## config.mk

```make
export PLATFORM = sky130hd
export DESIGN_NAME = fault_monitor
export DESIGN_NICKNAME = d
export VERILOG_FILES = /design/src/rtl/fault_monitor.sv
export SDC_FILE = /design/constraint.sdc
export NUM_CORES = 1
export LEC_CHECK = 0
export CAP_MARGIN = 5
export CELL_PAD_IN_SITES_DETAIL_PLACEMENT = 1
export CELL_PAD_IN_SITES_GLOBAL_PLACEMENT = 2
export CORE_MARGIN = 2
export CORE_UTILIZATION = 44
export DETAILED_ROUTE_END_ITERATION = 10
export PLACE_DENSITY = 0.83
export SLEW_MARGIN = 25
export SYNTH_ARGS = -nofsm -noshare
export SYNTH_HDL_FRONTEND = slang
export SYNTH_SLANG_ARGS = --single-unit
```

## constraint.sdc

```tcl
create_clock -name clk_i -period 7.1 [get_ports clk_i]
set_input_delay 1.065 -clock clk_i [delete_from_list [all_inputs] [get_ports clk_i]]
set_output_delay 1.065 -clock clk_i [all_outputs]
set_load 0.01 [all_outputs]
```

## src/rtl/fault_monitor.sv

```systemverilog
// fault_monitor: detects rising edges on N fault lines, keeps saturating per-line
// event counters and queues timestamped event records in a show-ahead FIFO.
// Optional glitch filter: define FAULT_MON_GLITCH_FILTER_EN to require a line to be
// high for two consecutive samples before it counts as an event.
module fault_monitor #(
    parameter int unsigned N          = 4,
    parameter int unsigned CNT_W      = 16,
    parameter int unsigned TS_W       = 32,
    parameter int unsigned FIFO_DEPTH = 8
) (
    input  logic                 clk_i,
    input  logic                 rst_i,
    input  logic [N-1:0]         fault_i,
    input  logic                 arm_i,
    input  logic                 clear_i,
    output logic                 evt_valid_o,
    input  logic                 evt_ready_i,
    output logic [N-1:0]         evt_mask_o,
    output logic [TS_W-1:0]      evt_ts_o,
    output logic [N*CNT_W-1:0]   fault_cnt_o,
    output logic                 overflow_o,
    output logic [1:0]           state_o
);

    localparam int unsigned AW = $clog2(FIFO_DEPTH);
    localparam int unsigned EW = N + TS_W;

    typedef enum logic [1:0] {
        StIdle     = 2'b00,
        StArmed    = 2'b01,
        StOverflow = 2'b10
    } state_e;

    state_e            state_q, state_d;
    logic [N-1:0]      s1_q, s2_q;
`ifdef FAULT_MON_GLITCH_FILTER_EN
    logic [N-1:0]      s3_q;
`endif
    logic [N-1:0]      rise;
    logic [TS_W-1:0]   ts_q;
    logic [CNT_W-1:0]  cnt_q [N];
    logic [EW-1:0]     mem_q [FIFO_DEPTH];
    logic [AW-1:0]     wr_ptr_q, rd_ptr_q;
    logic [AW:0]       count_q;
    logic              overflow_q;
    logic              fifo_full, fifo_empty;
    logic              pop, wr_req, wr_en, drop, count_en;
    logic [EW-1:0]     head;

    // Input sampling chain, runs in every state so arming never sees a stale low.
    always_ff @(posedge clk_i or posedge rst_i) begin
        if (rst_i) begin
            s1_q <= '0;
            s2_q <= '0;
`ifdef FAULT_MON_GLITCH_FILTER_EN
            s3_q <= '0;
`endif
        end else begin
            s1_q <= fault_i;
            s2_q <= s1_q;
`ifdef FAULT_MON_GLITCH_FILTER_EN
            s3_q <= s2_q;
`endif
        end
    end

    // Per-line rising-edge detect.
    always_comb begin
`ifdef FAULT_MON_GLITCH_FILTER_EN
        rise = s1_q & s2_q & ~s3_q;
`else
        rise = s1_q & ~s2_q;
`endif
    end

    // FIFO depth is a power of two, so the count MSB alone marks full.
    assign fifo_full  = count_q[AW];
    assign fifo_empty = (count_q == '0);
    assign pop        = ~fifo_empty & evt_ready_i;
    assign wr_req     = (state_q == StArmed) & (|rise) & ~clear_i;
    assign wr_en      = wr_req & (~fifo_full | pop);
    assign drop       = wr_req & fifo_full & ~pop;
    assign count_en   = ((state_q == StArmed) | (state_q == StOverflow)) & ~clear_i;

    // Free-running timestamp; wraps naturally.
    always_ff @(posedge clk_i or posedge rst_i) begin
        if (rst_i) begin
            ts_q <= '0;
        end else if (clear_i) begin
            ts_q <= '0;
        end else begin
            ts_q <= ts_q + 1'b1;
        end
    end

    // Next-state logic; clear overrides everything.
    always_comb begin
        state_d = state_q;
        unique case (state_q)
            StIdle: begin
                if (arm_i) state_d = StArmed;
            end
            StArmed: begin
                if (drop)        state_d = StOverflow;
                else if (!arm_i) state_d = StIdle;
            end
            StOverflow: begin
                state_d = StOverflow;
            end
            default: begin
                state_d = StIdle;
            end
        endcase
        if (clear_i) state_d = StIdle;
    end

    // State register.
    always_ff @(posedge clk_i or posedge rst_i) begin
        if (rst_i) begin
            state_q <= StIdle;
        end else begin
            state_q <= state_d;
        end
    end

    // Saturating per-line event counters.
    always_ff @(posedge clk_i or posedge rst_i) begin
        if (rst_i) begin
            for (int i = 0; i < int'(N); i++) cnt_q[i] <= '0;
        end else if (clear_i) begin
            for (int i = 0; i < int'(N); i++) cnt_q[i] <= '0;
        end else if (count_en) begin
            for (int i = 0; i < int'(N); i++) begin
                if (rise[i] && (cnt_q[i] != '1)) cnt_q[i] <= cnt_q[i] + 1'b1;
            end
        end
    end

    // FIFO pointers and occupancy.
    always_ff @(posedge clk_i or posedge rst_i) begin
        if (rst_i) begin
            wr_ptr_q <= '0;
            rd_ptr_q <= '0;
            count_q  <= '0;
        end else if (clear_i) begin
            wr_ptr_q <= '0;
            rd_ptr_q <= '0;
            count_q  <= '0;
        end else begin
            if (wr_en) wr_ptr_q <= wr_ptr_q + 1'b1;
            if (pop)   rd_ptr_q <= rd_ptr_q + 1'b1;
            if (wr_en && !pop)      count_q <= count_q + 1'b1;
            else if (!wr_en && pop) count_q <= count_q - 1'b1;
        end
    end

    // FIFO storage; contents are only visible while valid, so no reset needed.
    always_ff @(posedge clk_i) begin
        if (wr_en) mem_q[wr_ptr_q] <= {rise, ts_q};
    end

    // Sticky drop flag.
    always_ff @(posedge clk_i or posedge rst_i) begin
        if (rst_i) begin
            overflow_q <= 1'b0;
        end else if (clear_i) begin
            overflow_q <= 1'b0;
        end else if (drop) begin
            overflow_q <= 1'b1;
        end
    end

    // Output packing; head fields forced to zero while the FIFO is empty.
    always_comb begin
        head        = mem_q[rd_ptr_q];
        evt_valid_o = ~fifo_empty;
        evt_mask_o  = fifo_empty ? '0 : head[EW-1:TS_W];
        evt_ts_o    = fifo_empty ? '0 : head[TS_W-1:0];
        fault_cnt_o = '0;
        for (int i = 0; i < int'(N); i++) fault_cnt_o[i*CNT_W +: CNT_W] = cnt_q[i];
        overflow_o  = overflow_q;
        state_o     = state_q;
    end

endmodule

```

==> run metrics <==
length of routed met3 wiring between 1500 and 2000 um; post-route antenna net violation count 0; largest family of logic cells by synthesized area multiplexers; Post-Syn Instances 1101; worst reg-to-reg path cell count 6; CTS max path bufs 3; Max-Cap Viols 0; Overall Power between 5 and 6 mW; most common cell after layout, fill and taps aside sky130_fd_sc_hd__edfxtp_1; Worst path top cell family by delay buffers and inverters; prevailing post-synth register cell sky130_fd_sc_hd__edfxtp_1; DIE AREA roughly 40000 um^2; Cells after DPL 1700; post-synthesis simple-gate area fraction 10.27%; register area share after synthesis 67.66%; Via Count 9942; worst hold slack across all endpoints 0.3926 ns; type of the worst setup path register to primary output; minimum clock period 4.558 ns; CTS clock-pin slew for the worst setup and hold paths 0.06 ns; synth-to-layout area growth 18.76%; transition time at the pin with the least slew margin between 0.7 and 0.8 ns; timing endpoint of the critical path evt_ts_o[28]; mean area per synthesized cell 15.54 um^2; floorplan die height between 200 and 250 um; highest clock rate between 200 and 250 MHz; fraction of final layout cells with drive strength greater than 1 14.74%; fin. max-slew vios 0; maximum fanout count along the critical path 35; clock latency of the later-clocked register in the worst-skew pair 0.55 ns; top library cells by usage in the layout, fill and taps aside sky130_fd_sc_hd__edfxtp_1, sky130_fd_sc_hd__nor2_1, sky130_fd_sc_hd__dfrtp_1; final setup vio count 0; clock tree from TritonCTS done; initial cell density of the core roughly 44%; top metal layer carrying routed signals met4; Post-Syn Nets about 1100; cell area after technology mapping 17110 um^2; outcome finished clean; type of the worst min-delay path register to register; final std cells w/o fill 1780; count of routing violations after the opening detailed-route iteration 493; count of endpoints failing hold in the final timing report 0; unrepaired setup endpoints after global routing false; length of routed met2 wiring 19990 um; DRC violations left 0; antenna violations before repair 0; destination of the worst register-to-register timing path mem_q[6][17]$_DFFE_PP_; number of top-level design ports 113; DRT Pass-1 Iters 5; power density over the cells 283.6 nW/um^2; cts hold-fix bufs 0; H-tree depth 2; Buffers on Ports 112; post-DR wirelength/cell around 22 um; fraction of the mapped netlist area in compound gates 3.393%; per-cell via count in the routed design 5.585; Post-CTS Resized 0; critical path startpoint category register; Tot GR Track Use 19.71%; crit path capture type primary output; overall routed net length about 39000 um; worst path required time 6.03 ns; number of flops mapped to enable cells by yosys 288; RePlAce Congestion between 0.7 and 0.8; Leak Pwr 6.878 nW; CP max stage delay approximately 0.64 ns; relative max-transition margin between 40% and 50%; total CTS buffers 44; # diodes 0; critical path's slowest cell sky130_fd_sc_hd__dfrtp_4; internal reg-to-reg setup slack approximately 4.0 ns; placed wire-length estimate 22790 um; VDD IR max 0.1667 mV; Synth Area in Adders less than 1%; sequence of cells on the critical path buf_16 > buf_4 > mux4_2 > mux2i_1 > nor2_1 > clkdlybuf4s50_1; number of buffers and inverters on the critical path 3; wire length of the first global-routing pass 62240 um; share of flip-flops with an asynchronous set or reset 28.89%; M1 WL between 15000 and 20000 um; Arrival @ worst endpoint 3.49 ns; first element of the critical path rd_ptr_q[0]$_DFFE_PP0P_; Root Buffer Master sky130_fd_sc_hd__clkbuf_16; multiplexer share of the synthesized area about an eighth; count of yosys warnings during synthesis 0; number of nets at the end of the flow 1250; Unique masters post-synth 61; core area just under 40000 um^2; # rows 72; pin count of the biggest net entering global routing 75; post-CTS setup-driven buffer insertion count 0; clock sink count 405; overall overflow remaining after global route 0; R2R Path Start s1_q[0]$_DFF_PP0_; vias in the first global route 10817; total negative slack 0 ns; synthesized flop and latch total 405; DIE WIDTH slightly above 200 um; total number of cells along the worst setup path 6; post-route clock period utilization between 60 and 70%; final worst clock skew 0.01587 ns; post-synthesis share of cell area spent on xor and xnor gates 3.737%
-- metrics by stage --
stage               utilization [%]  area [um^2]  setup slack [ns]
global placement              48.95        18870             2.769
detailed placement            48.96        18880             2.785
finish                        52.70        20320             2.542
global route                  52.70        20320             2.330
CTS                           52.62        20290             2.161
floorplan                         -        17110             2.477
-- cell type report --
cell class	count	area, um^2
Clock buffer	57	1222
Clock inverter	22	190.2
Fill cell	3729	18240
Inverter	20	80.08
Multi-Input combinational cell	628	5319
Sequential cell	405	11580
Tap cell	518	648.1
Timing Repair Buffer	130	1274
-- where the power goes --
group          switching (mW)  internal (mW)  leakage (nW)
combinational           0.445          0.489          1.94
sequential             0.0688           2.55          4.26
clock                   0.888           1.32         0.682
-- worst min-delay path by stage --
stage	slack [ns]	startpoint	to	depth (start not counted)
floorplan	0.36	s1_q[3]$_DFF_PP0_	s2_q[3]$_DFF_PP0_	0
global placement	0.37	s1_q[3]$_DFF_PP0_	s2_q[3]$_DFF_PP0_	0
detailed placement	0.38	s1_q[2]$_DFF_PP0_	s2_q[2]$_DFF_PP0_	0
CTS	0.40	s1_q[2]$_DFF_PP0_	s2_q[2]$_DFF_PP0_	0
global route	0.41	s1_q[2]$_DFF_PP0_	s2_q[2]$_DFF_PP0_	0
finish	0.39	s1_q[2]$_DFF_PP0_	s2_q[2]$_DFF_PP0_	0
-- sequential cells by signal, indices dropped and copies added (netlist names) --
register	cells
mem_q	288
fault_cnt_o	64
ts_q	32
count_q	4
s1_q	4
s2_q	4
rd_ptr_q	3
wr_ptr_q	3
state_o	2
overflow_o	1
-- worst register-to-register path: stages (launching register included) --
cell and delay [ns]:
sky130_fd_sc_hd__dfrtp_1 0.37, sky130_fd_sc_hd__nor2b_1 0.63, sky130_fd_sc_hd__o41ai_2 0.17, sky130_fd_sc_hd__nor3_1 0.28
sky130_fd_sc_hd__nand2_1 0.22, sky130_fd_sc_hd__nor3b_2 0.43, sky130_fd_sc_hd__buf_4 0.60
-- metal layers --
| layer | track usage, % | vias up |
|---|---|---|
| met2 | 34.32 | 220 |
| met1 | 25.65 | 5188 |
| li1 | - | 4475 |
| met3 | 3.434 | 59 |
| met5 | 0 | - |
| met4 | 5.252 | 0 |
-- cells in the mapped netlist, drive strengths merged (15+ instances only) --
cell type	count	area, um^2
nand4	22	137.6
and3	15	93.84
a21oi	30	150.1
nor4	19	201.4
clkbuf	31	116.4
edfxtp	288	8648
dfrtp	117	2928
mux4	72	1622
buf	17	81.33
nand3	34	185.2
xor2	16	140.1
nor3	16	80.08
xnor2	57	499.2
inv	20	75.07
mux2i	47	470.5
nand2	33	131.4
nor2	140	525.5
-- cell families after synthesis --
logic type | count (synthesis)
DFF | 405
and+or+nand+nor | 334
muxes | 122
AOI/OAI and AO/OA | 87
xor gates and xnor gates | 73
buffers and inverters | 68
adders and majority gates | 12
(Power assumes the default switching activity.)
==> RTL edit 1, RTL diff (same flow settings) <==
Register the output `overflow_o`, with the module's reset; this adds one clock of latency there. The other outputs are not delayed to match.
--- a/src/rtl/fault_monitor.sv
+++ b/src/rtl/fault_monitor.sv
@@ -32,2 +32,4 @@
     } state_e;
+
+    logic overflow_d;
 
@@ -180,4 +182,12 @@
         for (int i = 0; i < int'(N); i++) fault_cnt_o[i*CNT_W +: CNT_W] = cnt_q[i];
-        overflow_o  = overflow_q;
+        overflow_d  = overflow_q;
         state_o     = state_q;
+    end
+
+    always_ff @(posedge clk_i or posedge rst_i) begin
+        if (rst_i) begin
+            overflow_o <= '0;
+        end else begin
+            overflow_o <= overflow_d;
+        end
     end
Function: no difference found for any inputs over 4 cycles, from zero or initial values and one cycle with rst_i high; that may be too few to reach the edited logic, so the function may still have changed.
==> RTL edit 1 against the original RTL <==
  * Sequential cell count is 1 higher
  * Synthesized cell count hardly changed
  * Area after synthesis is 0.15% higher
  * Via count is 0.10% higher
  * Routed wire length is 0.89% higher
  * Register-to-register slack worse by 350 ps
  * Largest power group unchanged
  * Maximum frequency is 0.35% higher
  * Design area is 0.42% higher
  * Total power is 2.3% higher
  * Highest routed layer unchanged
  * Worst setup slack better by 16 ps
==> RTL edit 1: results (changes against the original RTL) <==
P&R area growth vs syn=19.1% (was 18.8%); Gate Count Post-Synth=1102 (was 1101); Pre-antenna DRT Iters=4 (was 5); maximum VDD drop=0.181 mV (was 0.167 mV); Seq/Total Area, Yosys=0.677 (about the same); dpl ws=2880 ps (was 2790 ps); status=completed (unchanged); Critical path origin=rd_ptr_q[1] (was rd_ptr_q[0]); commonest cells in the netlist=288 x edfxtp_1, 140 x nor2_1, 118 x dfrtp_1 (was 288 x edfxtp_1, 140 x nor2_1, 117 x dfrtp_1); GR Util met2=0.336 (was 0.343); master of the slowest instance on the critical path=dfrtp_2 (was dfrtp_4); Hold WS=385 ps (was 393 ps); clock buffers=55 (was 57); Worst Path Arrival=3480 ps (was 3490 ps); Final Instance Count excl. Fillers=1784 (was 1780); Mapped Nets=1123 (was 1122); asr flop ratio synth=0.291 (was 0.289); Worst-Margin Slew=1020 ps (was 780 ps); hold endpoint=overflow_o (was s2_q[2]); Detail Route met2 WL=19800 um (was 20000 um); first-pass GRT wire length=63300 um (was 62200 um); largest net degree at the start of global routing=74 (was 75); CTS buffer count=43 (was 44); synth top area cells=edfxtp_1 50%, dfrtp_1 17%, mux4_2 9.5%, nor2_1 3.1%, xnor2_1 2.9% (was edfxtp_1 51%, dfrtp_1 17%, mux4_2 9.5%, nor2_1 3.1%, xnor2_1 2.9%); R2R setup slack=3670 ps (was 4020 ps)
==> RTL edit 1: changes by cell type in the layout (fill, tap and decap cells not counted), sizes merged <==
cell / before / now
buf: 19 / 22
bufinv: 3 / 8
clkbuf: 57 / 55
clkinv: 17 / 13
clkinvlp: 2 / 0
dfrtp: 117 / 118
inv: 20 / 23
==> RTL edit 1: power groups by stage <==
stage	clock network, W	logic, W	registers [W]
after floorplan	0	0.000596	0.00262
after global placement	0	0.000903	0.00270
after detailed placement	0	0.000932	0.00270
after CTS	0.00238	0.000939	0.00265
after global routing	0.00247	0.00104	0.00263
final	0.00232	0.000953	0.00262
==> RTL edit 1: kinds of logic after synthesis <==
group	share of synthesized area
buffers and inverters	0.0159
and+or+nand+nor	0.103
DFF	0.677
xor gates and xnor gates	0.0373
adders and majority gates	0.00920
AOI/OAI and AO/OA	0.0339
muxes	0.124
==> RTL edit 2, RTL diff (same flow settings) <==
Made on the original files. `N`: 4 -> 2.
--- a/src/rtl/fault_monitor.sv
+++ b/src/rtl/fault_monitor.sv
@@ -5,3 +5,3 @@
 module fault_monitor #(
-    parameter int unsigned N          = 4,
+    parameter int unsigned N          = 2,
     parameter int unsigned CNT_W      = 16,
Interface: changed (resized evt_mask_o, fault_cnt_o and fault_i); port bits go from 113 to 77. The function was not compared with the original's and may differ.
==> RTL edit 2 against the original RTL <==
  * Non-clock buffer count is 38 lower
  * Routed wire length shrank 19%
  * Clock skew rose by 9.1 ps
  * Area after synthesis shrank 15%
  * Worst setup slack improved by 8.8 ps
  * Sequential cell count decreased by 52
  * Design area down 15%
  * Total power is 8.2% lower
  * Die area decreased by 15%
  * Largest cell class unchanged
==> RTL edit 2: results (changes against the original RTL) <==
final wirelength=31700 um (was 39300 um); Hold Path Class=reg -> reg (unchanged); largest net degree at the start of global routing=82 (was 75); Worst-Skew Late Latency=520 ps (was 550 ps); Clock Tree Buf Depth=3 (unchanged); maximum VDD drop=0.183 mV (was 0.167 mV); area post-placement=15900 um2 (was 18900 um2); non-clock buffer count=92 (was 130); max reg flops=272 (was 288); Seq area share=0.594 (was 0.570); Via density=5.45 (was 5.59); status=completed (unchanged); Pre-antenna DRT Iters=4 (was 5); CTS H-Tree Depth=2 (unchanged); non-clock inverter count=16 (was 20); dpl hpwl=18600 um (was 22800 um); # nets final=989 (was 1250); Global Route Usage Sum=0.192 (was 0.197); commonest cells in the netlist=272 x edfxtp_1, 111 x nor2_1, 81 x dfrtp_1 (was 288 x edfxtp_1, 140 x nor2_1, 117 x dfrtp_1); final setup skew=25.0 ps (was 15.9 ps); initial antenna violation count=0 (unchanged); vias in the first global route=8733 (was 10817); Slew headroom=0.372 (was 0.475); biggest cell delay along the critical path=1020 ps (was 640 ps); Iteration-0 DRC Markers=429 (was 493); multi-input combinational area share=0.243 (was 0.262); Seq/Total Area, Yosys=0.702 (was 0.677); Clock transition at path regs=60 ps (about the same); synth top area cells=edfxtp_1 56%, dfrtp_1 14%, mux4_2 11%, nor2_1 2.9%, mux2i_1 2.5% (was edfxtp_1 51%, dfrtp_1 17%, mux4_2 9.5%, nor2_1 3.1%, xnor2_1 2.9%); post_cts resized=0 (unchanged); Non-clock buffer share=0.0510 (was 0.0627); most common flop cell mapped by yosys=edfxtp_1 (unchanged); master of the slowest instance on the critical path=dfrtp_4 (unchanged); fin util=0.528 (was 0.527); diode count=0 (unchanged); crit-path max FO=43 (was 35); P_leak=5.82 nW (was 6.88 nW); layout cells sized above 1=0.169 (was 0.147); clock buffers=50 (was 57); I/O Buffers=76 (was 112); Yosys Warn Count=0 (unchanged); largest reg by FF count=mem_q (unchanged); CTS buffer count=38 (was 44); Seq cells=353 (was 405); dpl ws=2500 ps (was 2790 ps); synthesized area per cell=16.6 um2 (was 15.5 um2); Worst Path Arrival=3480 ps (was 3490 ps); post-synth cell types=53 (was 61); Mapped Nets=894 (was 1122); ClkCell Share=0.0759 (was 0.0695); Final Instance Count excl. Fillers=1443 (was 1780); gpl congestion=0.751 (was 0.763); Root Driver=clkbuf_16 (unchanged); first-pass GRT wire length=50000 um (was 62200 um); multi-input gates=471 (was 628); asr flop ratio synth=0.229 (was 0.289); EDFF count, synth=272 (was 288); FILL cells=3072 (was 3729); Setup Fix Bufs, Post-CTS=0 (unchanged); n_taps=442 (was 518)
[RTL edit 2: changes by cell type after synthesis, moves of 13 or more]
cell      change
edfxtp_1     -16
xor2_1       +13
dfrtp_1      -36
nor2_1       -29
a21oi_1      -16
xnor2_1      -28
[RTL edit 2: kinds of logic (layout without fill, tap and decap cells)]
logic type               Yosys count  count (layout)  synth area share
buffers and inverters             53             177            0.0147
multiplexers                     104             104             0.130
AO/OA/AOI/OAI                     50              50            0.0220
AND/OR/NAND/NOR                  249             249            0.0867
flip-flops                       353             353             0.702
XOR/XNOR                          58              58            0.0350
adder cells (fa/ha/maj)           10              10           0.00914
[RTL edit 2: final timing paths]
path | cells past startpoint | endpoint | slack, ps | startpoint
worst min register to register | 0 | s2_q[1] | 410 | s1_q[1]
worst max-delay path | 5 | evt_ts_o[13] | 2550 | rd_ptr_q[0]
max in group asynchronous | 3 | rd_ptr_q[0] | 5010 | rst_i
min in group asynchronous | 2 | fault_cnt_o[25] | 940 | rst_i
worst max register to register | 7 | mem_q[0][28] | 3890 | state_o[1]
worst min-delay path | 0 | s2_q[1] | 410 | s1_q[1]
[RTL edit 2: layer usage]
layer	wire length, um	global-route usage	up-vias	part of all wire
met5	0	0	-	0
met4	758	0.0567	0	0.024
met3	1550	0.0366	56	0.049
met2	16000	0.332	191	0.51
met1	13400	0.248	4062	0.42
li1	-	-	3557	-
[RTL edit 2: critical path, delay by kind of cell (launching register included)]
family                 cells  cell delay [ps]
multiplexers               2              760
AND/OR/NAND/NOR            1               60
flip-flops                 1             1020
buffers and inverters      2             1100
[RTL edit 2: report_power, final]
group / leakage (nW) / switching (W) / internal [W]
logic: 1.56 / 0.000431 / 0.000495
clock network: 0.641 / 0.000783 / 0.00127
registers: 3.62 / 0.0000824 / 0.00223
